==> src/rtl/timer_pkg.sv <==
// Shared definitions for the reload timer: register offsets, TCON layout, address decode.
// The PSC register decodes only when TIMER_PRESCALE_EN is defined.
package timer_pkg;

    localparam logic [31:0] OFF_TH   = 32'h0;
    localparam logic [31:0] OFF_TL   = 32'h4;
    localparam logic [31:0] OFF_TCON = 32'h8;
    localparam logic [31:0] OFF_PSC  = 32'hC;

    localparam int unsigned TCON_EN = 0;
    localparam int unsigned TCON_IE = 1;
    localparam int unsigned TCON_IF = 2;
    localparam int unsigned TCON_OS = 3;

    localparam logic [31:0] TCON_MASK = 32'hF;

    // Field order mirrors the TCON bit indices (os is bit 3, en is bit 0).
    typedef struct packed {
        logic os;
        logic flag;
        logic ie;
        logic en;
    } tcon_t;

    typedef enum logic [2:0] {
        SEL_NONE,
        SEL_TH,
        SEL_TL,
        SEL_TCON,
        SEL_PSC
    } reg_sel_e;

    function automatic reg_sel_e decode_addr(input logic [31:0] addr, input logic [31:0] base);
        reg_sel_e sel;
        sel = SEL_NONE;
        if (addr == base + OFF_TH)        sel = SEL_TH;
        else if (addr == base + OFF_TL)   sel = SEL_TL;
        else if (addr == base + OFF_TCON) sel = SEL_TCON;
`ifdef TIMER_PRESCALE_EN
        else if (addr == base + OFF_PSC)  sel = SEL_PSC;
`endif
        return sel;
    endfunction

endpackage

==> src/rtl/timer_if.sv <==
// CPU-side register bus of the timer: strobes, address, data and the level interrupt.
interface timer_if;
    logic        rd;
    logic        wr;
    logic [31:0] addr;
    logic [31:0] wdata;
    logic [31:0] rdata;
    logic        irq;

    modport master (output rd, output wr, output addr, output wdata, input rdata, input irq);
    modport slave  (input rd, input wr, input addr, input wdata, output rdata, output irq);
endinterface

==> src/rtl/timer_prescaler.sv <==
// Tick divider for the timer: one tick every psc+1 enabled cycles.
// Compiled only when TIMER_PRESCALE_EN is defined.
`ifdef TIMER_PRESCALE_EN
module timer_prescaler #(
    parameter int unsigned PSC_W = 16
) (
    input  logic             clk,
    input  logic             reset,
    input  logic             en,
    input  logic             clr,
    input  logic [PSC_W-1:0] psc,
    output logic             tick
);

    logic [PSC_W-1:0] cnt;

    // A PSC write restarts the period, so it also swallows a tick due that cycle.
    assign tick = en && !clr && (cnt == psc);

    always_ff @(posedge clk or negedge reset) begin
        if (!reset) begin
            cnt <= '0;
        end else if (!en || clr || tick) begin
            cnt <= '0;
        end else begin
            cnt <= cnt + PSC_W'(1);
        end
    end

endmodule
`endif

==> src/rtl/timer_unit.sv <==
// Memory-mapped 32-bit reload timer: TL counts up and reloads from TH on overflow, irq = IE & IF.
// Define TIMER_PRESCALE_EN to add the PSC register and tick prescaler at BASE_ADDR+C.
module timer_unit
    import timer_pkg::*;
#(
`ifdef TIMER_PRESCALE_EN
    parameter int unsigned PSC_W     = 16,
`endif
    parameter logic [31:0] BASE_ADDR = 32'h4000_0000
) (
    input  logic    clk,
    input  logic    reset,
    timer_if.slave  bus
);

    reg_sel_e    sel;
    logic        wr_th;
    logic        wr_tl;
    logic        wr_tcon;
    logic [31:0] th;
    logic [31:0] tl;
    tcon_t       tcon;
    logic        tick;
    logic        ovf;

    assign sel     = decode_addr(bus.addr, BASE_ADDR);
    assign wr_th   = bus.wr && (sel == SEL_TH);
    assign wr_tl   = bus.wr && (sel == SEL_TL);
    assign wr_tcon = bus.wr && (sel == SEL_TCON);

`ifdef TIMER_PRESCALE_EN
    logic [PSC_W-1:0] psc;
    logic             wr_psc;

    assign wr_psc = bus.wr && (sel == SEL_PSC);

    always_ff @(posedge clk or negedge reset) begin
        if (!reset) begin
            psc <= '0;
        end else if (wr_psc) begin
            psc <= bus.wdata[PSC_W-1:0];
        end
    end

    timer_prescaler #(.PSC_W(PSC_W)) u_prescaler (
        .clk   (clk),
        .reset (reset),
        .en    (tcon.en),
        .clr   (wr_psc),
        .psc   (psc),
        .tick  (tick)
    );
`else
    assign tick = tcon.en;
`endif

    assign ovf = tick && (tl == 32'hFFFF_FFFF);

    // NOTE: non-blocking assignments make every right-hand side the pre-edge value, which is
    // exactly why a TH write coinciding with an overflow reloads the old TH.
    always_ff @(posedge clk or negedge reset) begin
        if (!reset) begin
            th   <= '0;
            tl   <= '0;
            tcon <= '0;
        end else begin
            if (wr_th) th <= bus.wdata;

            if (wr_tl)     tl <= bus.wdata;
            else if (tick) tl <= ovf ? th : tl + 32'd1;

            // Software's EN wins over the one-shot auto-clear.
            if (wr_tcon) begin
                tcon.en <= bus.wdata[TCON_EN];
                tcon.ie <= bus.wdata[TCON_IE];
                tcon.os <= bus.wdata[TCON_OS];
            end else if (ovf && tcon.os) begin
                tcon.en <= 1'b0;
            end

            // A new overflow beats a write-1-clear so no event is lost.
            if (ovf)                                tcon.flag <= 1'b1;
            else if (wr_tcon && bus.wdata[TCON_IF]) tcon.flag <= 1'b0;
        end
    end

    // NOTE: the default assignment first covers every path through always_comb, so no latch.
    always_comb begin
        bus.rdata = '0;
        if (bus.rd) begin
            unique case (sel)
                SEL_TH:   bus.rdata = th;
                SEL_TL:   bus.rdata = tl;
                SEL_TCON: bus.rdata = {28'd0, tcon} & TCON_MASK;
`ifdef TIMER_PRESCALE_EN
                SEL_PSC:  bus.rdata = 32'(psc);
`endif
                default:  bus.rdata = '0;
            endcase
        end
    end

    assign bus.irq = tcon.ie && tcon.flag;

endmodule

==> src/flat_wrapper.sv <==
// flat-port wrapper written by rule: the top's interface ports become plain ports
module timer_unit_flat import timer_pkg::*;
#(

    parameter logic [31:0] BASE_ADDR = 32'h4000_0000
)
  (clk, reset, bus_rd, bus_wr, bus_addr, bus_wdata, bus_rdata, bus_irq);
  timer_if bus_i ();
  input  logic clk;
  input  logic reset;
  input wire logic [$bits(bus_i.rd)-1:0] bus_rd;
  input wire logic [$bits(bus_i.wr)-1:0] bus_wr;
  input wire logic [$bits(bus_i.addr)-1:0] bus_addr;
  input wire logic [$bits(bus_i.wdata)-1:0] bus_wdata;
  output wire logic [$bits(bus_i.rdata)-1:0] bus_rdata;
  output wire logic [$bits(bus_i.irq)-1:0] bus_irq;
  assign bus_i.rd = bus_rd;
  assign bus_i.wr = bus_wr;
  assign bus_i.addr = bus_addr;
  assign bus_i.wdata = bus_wdata;
  assign bus_rdata = bus_i.rdata;
  assign bus_irq = bus_i.irq;
  timer_unit #(.BASE_ADDR(BASE_ADDR)) u_core (.clk(clk), .reset(reset), .bus(bus_i));
endmodule
==> config.mk <==
export PLATFORM = sky130hd
export DESIGN_NAME = timer_unit_flat
export DESIGN_NICKNAME = d
export VERILOG_FILES = /design/src/rtl/timer_pkg.sv /design/src/rtl/timer_if.sv /design/src/rtl/timer_prescaler.sv /design/src/rtl/timer_unit.sv /design/src/flat_wrapper.sv
export SDC_FILE = /design/constraint.sdc
export NUM_CORES = 1
export LEC_CHECK = 0
export CAP_MARGIN = 25
export CORE_MARGIN = 2
export CORE_UTILIZATION = 55
export DETAILED_ROUTE_END_ITERATION = 8
export GPL_ROUTABILITY_DRIVEN = 0
export PLACE_DENSITY = 0.95
export SLEW_MARGIN = 40
export SYNTH_ARGS = -nofsm -noshare
export SYNTH_HDL_FRONTEND = slang
export SYNTH_SLANG_ARGS = --single-unit
==> constraint.sdc <==
create_clock -name clk -period 5.6 [get_ports clk]
set_input_delay 1.12 -clock clk [delete_from_list [all_inputs] [get_ports clk]]
set_output_delay 1.12 -clock clk [all_outputs]
set_load 0.005 [all_outputs]
-- After elaboration in Yosys (flattened, before gate mapping)
Cells that the tools add are included.
- add/sub/neg operators: 1
- eq/ne operators: 7
- mux-type cells: 12
- reduce and logical (&&, ||, !) cells: 10
- operator list (kind ; number):
    $mux 32 ; 4
    $eq 32x31->1 const B ; 3
    $pmux 32 s3 ; 1
    $add 32x1->32 const B ; 1
    $eq 32x32->1 const B ; 1
    $logic_and 1x1->1 ; 7
    $eq 3x2->1 const B ; 2
    $mux 3 ; 2
    $reduce_bool 2->1 ; 3
    $mux 1 ; 4
    $eq 3x1->1 const B ; 1
    $mux 2 ; 1
- bits in registers: 68
- bits of input ports: 68
- word-level logic and storage cells: 36

-- Longest topological paths before layout
- depth in word-level cells: 9
- gate-level depth with buffers: 9
- gate-level depth less buffers: 7

-- Worst setup path after synthesis
OpenSTA, ideal clock, no wires.
- kind: input to output
- from: input bus_addr[19]
- to: output bus_rdata[11]
- arrival: 2.831 ns
- required time: 4.480 ns
- setup slack: 1.649 ns
- stages: 6
- cells stage by stage: or4_1 > or3_1 > nor4_2 > nand2_1 > clkbuf_1 > nor2_1
- longest elaborated chain between the ends: 7
- RTL lines (element ; RTL line ; source):
    from (decl) ; flat_wrapper.sv:13 ; input wire logic [$bits(bus_i.addr)-1:0] bus_addr;
    $eq 32x31->1 ; timer_pkg.sv:38 ; else if (addr == base + OFF_TCON) sel = SEL_TCON;
    $mux 2 ; timer_pkg.sv:38 ;
    $mux 3 ; timer_pkg.sv:37 ; else if (addr == base + OFF_TL) sel = SEL_TL;
    $mux 3 (*) ; timer_pkg.sv:36 ; if (addr == base + OFF_TH) sel = SEL_TH;
    $eq 3x2->1 or $eq 3x1->1 (tied branches) ; timer_unit.sv:91 ; unique case (sel)
    $pmux 32 s3 (*) ; timer_unit.sv:91 ;
    $mux 32 (*) ; timer_unit.sv:90 ; if (bus.rd) begin
    to (decl) ; flat_wrapper.sv:15 ; output wire logic [$bits(bus_i.rdata)-1:0] bus_rdata;
Mark *: on every way between the ends. The rest lies on a longest branch, timed or not.

-- Worst setup path in the final report
- from: input bus_addr[18]
- to: output bus_rdata[29]
Same word-level chain as after synthesis.

==> impl_metrics.env <==
export IMPL_yosys_warnings=0
export IMPL_multi_input_area_sq_mm=0.00244
export IMPL_dr_pass1_iters=5
export IMPL_max_freq_mhz=208
export IMPL_startpoint_type="input pin"
export IMPL_drc=0
export IMPL_num_rows=32
export IMPL_tns_ps=0
export IMPL_end_kind="output pin"
export IMPL_via_per_inst=6.29
export IMPL_fillCellCount=566
export IMPL_final_cell_mix="clkdlybuf4s50_1, dfrtp_1, nor2_1, nand2_1, mux2i_1"
export IMPL_io_pins=101
export IMPL_clock_sinks=68
export IMPL_synth_area_leaders="dfrtp_1, mux2i_1, mux2_2"
export IMPL_synth_area_sq_mm=0.00429
export IMPL_fin_worst_skew_ps=9.81
export IMPL_cts_tree="yes"
export IMPL_synth_edf_count=0
export IMPL_cap_violations=0
export IMPL_cp_common_cell="clkdlybuf4s50_1"
export IMPL_power_density_mw_per_mm2=175
export IMPL_hold_worst_slack_ps=499
export IMPL_crit_type="in -> out"
export IMPL_finalNetCount=622
export IMPL_yosysUniqueCellTypes=55
export IMPL_final_hold_violation_count=0
export IMPL_rsz0062_at_grt="false"
export IMPL_total_leakage_power_nw=2.39
export IMPL_initialDrtViolationCount=348
export IMPL_grt_overflow_total=0
export IMPL_area_growth_syn_to_layout_pct=28.9
export IMPL_coreArea_sq_mm=0.00765
export IMPL_antennaDiodeCount=0
export IMPL_synth_top_area_share_pct=39.7
export IMPL_gr_usage_all_layers_pct=28.4
export IMPL_grt_pass1_vias=4191
export IMPL_antenna_found_initial=0
export IMPL_slew_headroom_pct=45.9
export IMPL_routed_wirelength_mm=11.6
export IMPL_peakVddDrop_v=0.000137
export IMPL_run_status="complete, no violations"
export IMPL_dp_hpwl_mm=8.07
export IMPL_place_area_sq_mm=0.00535
export IMPL_post_cts_buffers=0
export IMPL_grt_first_pass_wirelength_mm=19.4
export IMPL_required_ps=4480
export IMPL_drive_gt1_share_pct=11.3
export IMPL_arrival_ps=3690
export IMPL_ant_nets=0
export IMPL_clock_latency_ps=360
export IMPL_fp_dieH_um=92.3
export IMPL_design_area_sq_mm=0.00553
export IMPL_syn_nets=536
export IMPL_tightest_slew_ps=805
export IMPL_path_cells="clkdlybuf4s50_1, or4_1, or3_1, nor4_2, nand2_1, buf_4, nor2_1, clkdlybuf4s50_1"
export IMPL_io_buffers=100
export IMPL_start_util_pct=56.1
export IMPL_synth_seq_cells=68
export IMPL_synth_top_area_cell="dfrtp_1"
export IMPL_drv_slew=0
export IMPL_cp_slowest_cell="clkdlybuf4s50_1"
export IMPL_slowest_delay_ps=530
export IMPL_avgRoutedWirePerCell_um=17.6
export IMPL_final_common_cell="clkdlybuf4s50_1"
export IMPL_worstPathMaxFanout=16
export IMPL_setup_viol=0
export IMPL_synth_main_ff_cell="dfrtp_1"
export IMPL_die_area_sq_mm=0.00852
export IMPL_grt_max_degree=54
export IMPL_dieWidth_um=92.3
export IMPL_num_vias=4142
export IMPL_hold_buffers=0
export IMPL_cts_resized_gates=0
export IMPL_hold_path_class="reg -> reg"
export IMPL_cts_buffers=9
export IMPL_clock_root_buffer="clkbuf_8"
export IMPL_synth_cells=467
export IMPL_path_clk_slew_ps=60
export IMPL_finalCriticalPeriod_ps=4810
export IMPL_clk_path_buf_depth=2
export IMPL_async_reset_ff_share_pct=100
export IMPL_path_buf_inv=3
export IMPL_crit_family="simple AND/OR/NAND/NOR gates"
export IMPL_synth_seq_area_share_pct=39.7
export IMPL_fin_crit_sh_pct=85.9
export IMPL_h_tree_depth=3
export IMPL_synth_area_per_cell_sq_um=9.18
export IMPL_regArea_sq_mm=0.00170
-- worst paths after layout --
kind,from,to,slack (ps),cells after the start
worst max register to register,u_core.tl[16]$_DFFE_PN0P_,u_core.tl[25]$_DFFE_PN0P_,2720,6
max in group asynchronous,reset,u_core.th[14]$_DFFE_PN0P_,4260,3
worst max-delay path,bus_addr[18],bus_rdata[29],790,8
min in group asynchronous,reset,u_core.tl[26]$_DFFE_PN0P_,780,2
worst min register to register,u_core.tcon[2]$_DFFE_PN0P_,u_core.tcon[2]$_DFFE_PN0P_,500,1
worst min-delay path,u_core.tcon[2]$_DFFE_PN0P_,u_core.tcon[2]$_DFFE_PN0P_,500,1
-- cells by family after synthesis --
family,share of synthesized area (%)
AND/OR/NAND/NOR,23.1
adder cells (fa/ha/maj),0.292
multiplexers,18.0
flip-flops,39.7
buffers and inverters,3.50
XOR/XNOR,1.02
AO/OA/AOI/OAI,14.4
-- metrics by stage --
| step | utilization (%) | std cells | power (mW) | worst slack (ps) |
|---|---|---|---|---|
| 3_5_place_dp | 69.9 | 644 | 0.582 | 772 |
| 4_1_cts | 72.3 | 659 | 0.971 | 768 |
| 2_1_floorplan | - | 467 | 0.517 | 1650 |
| 6_report | 72.3 | 659 | 0.969 | 791 |
| 5_1_grt | 72.3 | 659 | 0.998 | 627 |
| 3_3_place_gp | 69.6 | 643 | 0.579 | 846 |
-- synthesized netlist by cell type, drive strengths merged, types with 2 or more instances --
master and number:
mux2 34, xor2 2, a21o 11, nor4b 3, dfrtp 68, and4 6
nor2 61, a211o 2, a211oi 8, mux2i 39, o211ai 5, a41oi 2
clkbuf 22, nor4 9, xnor2 3, nor3 12, and3 12, o21ai 8
inv 4, nand2b 4, nand4 14, or4 4, nor2b 2, and2 2
buf 10, nand3 14, a21oi 29, a31oi 10, nand2 41, o31ai 10
-- power by group --
group	internal, mW	switching (mW)	total, mW
logic	0.0504	0.0315	0.0820
registers	0.491	0.00000601	0.491
clock network	0.215	0.181	0.396
-- layout make-up --
| cell class | count | area share, % |
|---|---|---|
| multi-input cells | 362 | 44.1 |
| clock buffers | 13 | 2.69 |
| repair buffers | 107 | 19.1 |
| inverters | 5 | 0.339 |
| clock inverters | 2 | 0.634 |
| well taps | 102 | 2.31 |
| flip-flops and latches | 68 | 30.8 |
-- metal layers --
| layer | up-vias | part of all wire [%] | GRT usage [%] |
|---|---|---|---|
| met2 | 206 | 50 | 47.7 |
| met5 | - | 0 | 0 |
| met4 | 0 | 1.6 | 11.4 |
| met1 | 2023 | 42 | 36.9 |
| met3 | 19 | 6.6 | 4.56 |
| li1 | 1894 | - | - |
-- state kept, by name, indices dropped and copies added, names as in the netlist --
register,count
u_core.tcon,3
u_core.th,32
u_core.tick,1
u_core.tl,32
-- worst register-to-register path: stages, from the launching register on --
cell and delay, ps:
dfrtp_1 500, and3_4 280, nor4b_2 470, nand4_1 690, o211a_1 350, a2111oi_0 380
nor2_1 90
No activity file was read; power rests on OpenSTA's default activity.
